<file path="src/rtl/channel_reduce_param.sv">
// channel_reduce_param: pops COUNT words from an input channel, folds them
// with a run-time selected operator (sum, max, min, xor) and pushes one
// result word to an output channel. Restarts after each result or halts,
// depending on CONTINUOUS.
module channel_reduce_param #(
  parameter int WIDTH      = 32,
  parameter int COUNT      = 4,
  parameter bit CONTINUOUS = 1'b1
) (
  input  logic             clk,
  input  logic             rst,
  input  logic [1:0]       op,
  output logic [WIDTH-1:0] in_in_data,
  output logic             in_read_valid,
  output logic             in_rst,
  output logic             in_write_valid,
  input  logic [WIDTH-1:0] in_out_data,
  input  logic             in_read_ready,
  input  logic             in_write_ready,
  output logic [WIDTH-1:0] out_in_data,
  output logic             out_read_valid,
  output logic             out_rst,
  output logic             out_write_valid,
  input  logic [WIDTH-1:0] out_out_data,
  input  logic             out_read_ready,
  input  logic             out_write_ready,
  output logic             valid,
  output logic             overflow
);

  localparam int CNT_W = $clog2(COUNT + 1);
  localparam logic [CNT_W-1:0] CNT_LAST = CNT_W'(COUNT - 1);
  localparam logic [CNT_W-1:0] CNT_ZERO = CNT_W'(0);
  localparam logic [CNT_W-1:0] CNT_ONE  = CNT_W'(1);

  localparam logic [1:0] ST_ACC   = 2'd0;
  localparam logic [1:0] ST_WRITE = 2'd1;
  localparam logic [1:0] ST_DONE  = 2'd2;
  localparam logic [1:0] ST_HALT  = 2'd3;

  localparam logic [1:0] OP_SUM = 2'd0;
  localparam logic [1:0] OP_MAX = 2'd1;
  localparam logic [1:0] OP_MIN = 2'd2;
  localparam logic [1:0] OP_XOR = 2'd3;

  logic [1:0]       state_r;
  logic [1:0]       state_nx_s;
  logic [CNT_W-1:0] cnt_r;
  logic [WIDTH-1:0] acc_r;
  logic [1:0]       op_r;
  logic             overflow_r;
  logic             valid_r;
  logic             pop_s;
  logic             push_s;
  logic [WIDTH:0]   fold_s;
  logic             unused_s;

  // Fold one element into the accumulator; MSB of the result is the sum carry.
  // Ties in max/min keep the accumulator.
  function automatic logic [WIDTH:0] fold(input logic [1:0] f_op,
                                          input logic [WIDTH-1:0] a,
                                          input logic [WIDTH-1:0] b);
    logic [WIDTH:0] r;
    case (f_op)
      OP_SUM:  r = {1'b0, a} + {1'b0, b};
      OP_MAX:  r = (b > a) ? {1'b0, b} : {1'b0, a};
      OP_MIN:  r = (b < a) ? {1'b0, b} : {1'b0, a};
      OP_XOR:  r = {1'b0, a ^ b};
      default: r = {1'b0, a};
    endcase
    return r;
  endfunction

  assign fold_s = fold(op_r, acc_r, in_out_data);

  // Handshake strobes and next-state selection; nothing moves while rst is high.
  always_comb begin
    pop_s      = 1'b0;
    push_s     = 1'b0;
    state_nx_s = state_r;
    case (state_r)
      ST_ACC: begin
        pop_s = in_read_ready & ~rst;
        if (pop_s && (cnt_r == CNT_LAST)) begin
          state_nx_s = ST_WRITE;
        end else begin
          state_nx_s = ST_ACC;
        end
      end
      ST_WRITE: begin
        push_s = out_write_ready & ~rst;
        if (push_s) begin
          state_nx_s = ST_DONE;
        end else begin
          state_nx_s = ST_WRITE;
        end
      end
      ST_DONE: begin
        if (CONTINUOUS) begin
          state_nx_s = ST_ACC;
        end else begin
          state_nx_s = ST_HALT;
        end
      end
      ST_HALT: begin
        state_nx_s = ST_HALT;
      end
      default: begin
        state_nx_s = ST_ACC;
      end
    endcase
  end

  // State, element counter, accumulator and sticky sum-overflow flag.
  always_ff @(posedge clk) begin
    if (rst) begin
      state_r    <= ST_ACC;
      cnt_r      <= CNT_ZERO;
      acc_r      <= {WIDTH{1'b0}};
      op_r       <= OP_SUM;
      overflow_r <= 1'b0;
      valid_r    <= 1'b0;
    end else begin
      state_r <= state_nx_s;
      valid_r <= (state_nx_s == ST_DONE) || (state_nx_s == ST_HALT);
      if (pop_s) begin
        cnt_r <= cnt_r + CNT_ONE;
        if (cnt_r == CNT_ZERO) begin
          // First element seeds the accumulator and latches the operator.
          acc_r      <= in_out_data;
          op_r       <= op;
          overflow_r <= 1'b0;
        end else begin
          acc_r      <= fold_s[WIDTH-1:0];
          overflow_r <= overflow_r | fold_s[WIDTH];
        end
      end else if (state_r == ST_DONE) begin
        cnt_r <= CNT_ZERO;
      end else begin
        cnt_r <= cnt_r;
      end
    end
  end

  assign in_read_valid   = pop_s;
  assign out_write_valid = push_s;
  assign out_in_data     = acc_r;
  assign valid           = valid_r;
  assign overflow        = overflow_r;

  assign in_in_data     = {WIDTH{1'b0}};
  assign in_rst         = 1'b0;
  assign in_write_valid = 1'b0;
  assign out_read_valid = 1'b0;
  assign out_rst        = 1'b0;

  assign unused_s = ^{in_write_ready, out_out_data, out_read_ready};

endmodule
</file>
<file path="config.mk">
export PLATFORM = sky130hd
export DESIGN_NAME = channel_reduce_param
export DESIGN_NICKNAME = d
export VERILOG_FILES = /design/src/rtl/channel_reduce_param.sv
export SDC_FILE = /design/constraint.sdc
export NUM_CORES = 1
export LEC_CHECK = 0
export ABC_AREA = 1
export BUFFER_PORTS_ARGS = -buffer_cell sky130_fd_sc_hd__clkbuf_2
export CAP_MARGIN = 15
export CELL_PAD_IN_SITES_DETAIL_PLACEMENT = 0
export CELL_PAD_IN_SITES_GLOBAL_PLACEMENT = 1
export CORE_MARGIN = 2
export CORE_UTILIZATION = 30
export DETAILED_ROUTE_END_ITERATION = 16
export PLACE_DENSITY = 0.72
export SLEW_MARGIN = 10
export SYNTH_ARGS = -nofsm -noshare
export SYNTH_HDL_FRONTEND = slang
export SYNTH_SLANG_ARGS = --single-unit
export TNS_END_PERCENT = 1
</file>
<file path="constraint.sdc">
create_clock -name clk -period 2.5 [get_ports clk]
set_input_delay 0.125 -clock clk [delete_from_list [all_inputs] [get_ports clk]]
set_output_delay 0.125 -clock clk [all_outputs]
set_load 0.02 [all_outputs]
</file>
==> results.sh <==
export IMPL_status="completed"
export IMPL_cts_buffer_depth=2
export IMPL_synth_edf_count=0
export IMPL_grt_pass1_vias=6215
export IMPL_worstPathRequired_ns=2.74
export IMPL_num_vias=6655
export IMPL_synth_xor_area_frac=0.00144
export IMPL_ir_drop_mv=0.298
export IMPL_final_setup_worst_slack_ns=0.201
export IMPL_drtPass1Iterations=5
export IMPL_grt_pass1_wl_um=31700
export IMPL_power_density_nw_per_um2=543
export IMPL_drt_wl_total_um=19600
export IMPL_wl_per_cell_um=13.5
export IMPL_avgViaCountPerCell=4.59
export IMPL_p_leak_nw=3.92
export IMPL_dpl_cell_count=1440
export IMPL_dpl_cell_area_um2=6860
export IMPL_cp_start_kind="register"
export IMPL_core_um2=20000
export IMPL_grt_max_degree=38
export IMPL_hold_ws_ns=0.0587
export IMPL_synthAdderAreaFrac=0.149
export IMPL_synthArstFlopShare=0
export IMPL_yosys_warnings=0
export IMPL_clkTransAtPathRegs_ns=0.07
export IMPL_worstSkewPairLatency_ns=0.31
export IMPL_final_common_cell="nand2_1"
export IMPL_drive_above_1_share=0.158
export IMPL_clkSinkCount=40
export IMPL_root_buffer="clkbuf_16"
export IMPL_maxCapViolCount=0
export IMPL_ys_seq_area_frac=0.132
export IMPL_final_cell_mix="nand2_1 (283), inv_1 (179), nor2_1 (135)"
export IMPL_die_y_um=146
export IMPL_pre_cts_slack_ns=0.0592
export IMPL_antenna_found_initial=0
export IMPL_reg2regPathDepth=14
export IMPL_post_route_cell_area_um2=7200
export IMPL_rsz0062_at_grt="yes"
export IMPL_worst_pin_slew_ns=0.540
export IMPL_skew_ns=0.0102
export IMPL_slew_headroom=0.638
export IMPL_cts_tree="built"
export IMPL_io_buffers=73
export IMPL_ant_nets=0
export IMPL_synth_area_um2=6080
export IMPL_finalSetupViolCount=0
export IMPL_worstSetupPathType="register to register"
export IMPL_areaGrowthSynthToFinish_pct=18.4
export IMPL_synth_compound_area_frac=0.127
export IMPL_drcViolationCount=0
export IMPL_critPathMaxFanout=4
export IMPL_nets=1323
export IMPL_period_share=0.920
export IMPL_synthSimpleGateAreaFrac=0.407
export IMPL_fp_row_count=52
export IMPL_place_hpwl_um=16000
export IMPL_fmax_ghz=0.435
export IMPL_drt_iter0_drc=379
export IMPL_avgSynthCellArea_um2=5.60
export IMPL_hold_viol=0
export IMPL_cts_max_level=2
export IMPL_synthMuxAreaShare=0
export IMPL_min_path_cells=3
export IMPL_io_pins=144
export IMPL_die_area_um2=21400
export IMPL_synth_top_family_by_area="simple AND/OR/NAND/NOR gates"
export IMPL_cp_data_arrival_time_ns=2.54
export IMPL_die_x_um=146
export IMPL_syn_inst=1086
export IMPL_overflow=0
export IMPL_antennaDiodeCount=0
export IMPL_crit_path_end_kind="register"
export IMPL_grtUsageTotal=0.183
export IMPL_hold_class="input pin to register"
export IMPL_synthFlopType="dfxtp_1"
export IMPL_fin_crit_ns=2.30
export IMPL_synth_distinct_cells=40
export IMPL_drv_slew=0
export IMPL_finalNonFillerCells=1450
export IMPL_gp_congestion=0.896
export IMPL_initial_core_util=0.304
export IMPL_numCtsBuffers=5
export IMPL_ys_seq_elements=40
cells in the mapped netlist, drive strengths merged (3+ instances only):
cell,instances,area share
buf,55,0.062
nor2,145,0.089
nand3,90,0.086
clkbuf,11,0.0068
ha,71,0.15
o21ai,47,0.039
a21oi,83,0.068
or2,4,0.0041
inv,183,0.11
nor3,18,0.016
nand2,287,0.18
dfxtp,40,0.13
and2,3,0.0031
nand4,26,0.027
critical path, stage by stage (launching register included):
cell and delay, ns:
dfxtp_1 0.38, inv_1 0.06, ha_1 0.31, buf_4 0.16
nor2_1 0.13, inv_1 0.10, nor3_1 0.25, nand2_1 0.10
nand2_1 0.15, nand2_1 0.13, nand3_1 0.11, nand3_1 0.08
a21oi_1 0.14, nor2_1 0.05, nor2_1 0.08
state kept, by name (all words and copies together) (netlist names):
| signal | cells |
|---|---|
| op_r | 2 |
| cnt_r | 3 |
| overflow | 1 |
| state_r | 2 |
| out_in_data | 32 |
layer usage:
metal  wire, um  up-vias  track usage
met2       9180      127        0.314
met5          0        -            0
li1           -     3540            -
met4        230        0       0.0383
met1       9440     2974        0.246
met3        756       14       0.0250
path summary, 6_finish.rpt:
kind / from / endpoint / slack (ns)
max: out_in_data[13]$_SDFFE_PP0P_ / out_in_data[30]$_SDFFE_PP0P_ / 0.20
min: out_write_ready / state_r[1]$_SDFF_PP0_ / 0.06
max reg2reg: out_in_data[13]$_SDFFE_PP0P_ / out_in_data[30]$_SDFFE_PP0P_ / 0.20
min reg2reg: cnt_r[1]$_SDFFE_PP0P_ / cnt_r[1]$_SDFFE_PP0P_ / 0.50
what timing repair did:
item / in CTS / in global routing
hold buffers: 0 / 0
buffers inserted: 0 / 2
resized for setup: 0 / 42
setup endpoints to repair: 0 / 32
power by group:
part           internal [W]  leakage, nW  total [W]  switching (W)
clock              0.000476       0.0804   0.000797       0.000321
sequential         0.000723        0.333   0.000788      0.0000646
combinational      0.000823         3.51    0.00233        0.00150
through the flow:
stage               TNS, ns   util  power (W)
floorplan                 0      -    0.00241
global placement          0  0.342    0.00305
detailed placement        0  0.342    0.00305
CTS                       0  0.351    0.00388
global route        -0.0896  0.359    0.00429
finish                    0  0.359    0.00391
final cells by class:
type                    count  area (um^2)
multi-input cells         831         4440
clock inverters             3         46.3
flip-flops and latches     40          808
clock buffers               5          125
fillers                  2328        12800
inverters                 184          691
well taps                 270          338
repair buffers            117          749
kinds of logic (layout without fill, tap and decap cells):
family          count (synthesis)  count (layout)
xor+xnor                        1               1
compound gates                146             146
fa+ha+maj                      72              72
simple gates                  576             576
other cells                     1              36
buf+inv                       250             309
flops                          40              40
No activity file was read; power rests on OpenSTA's default activity.
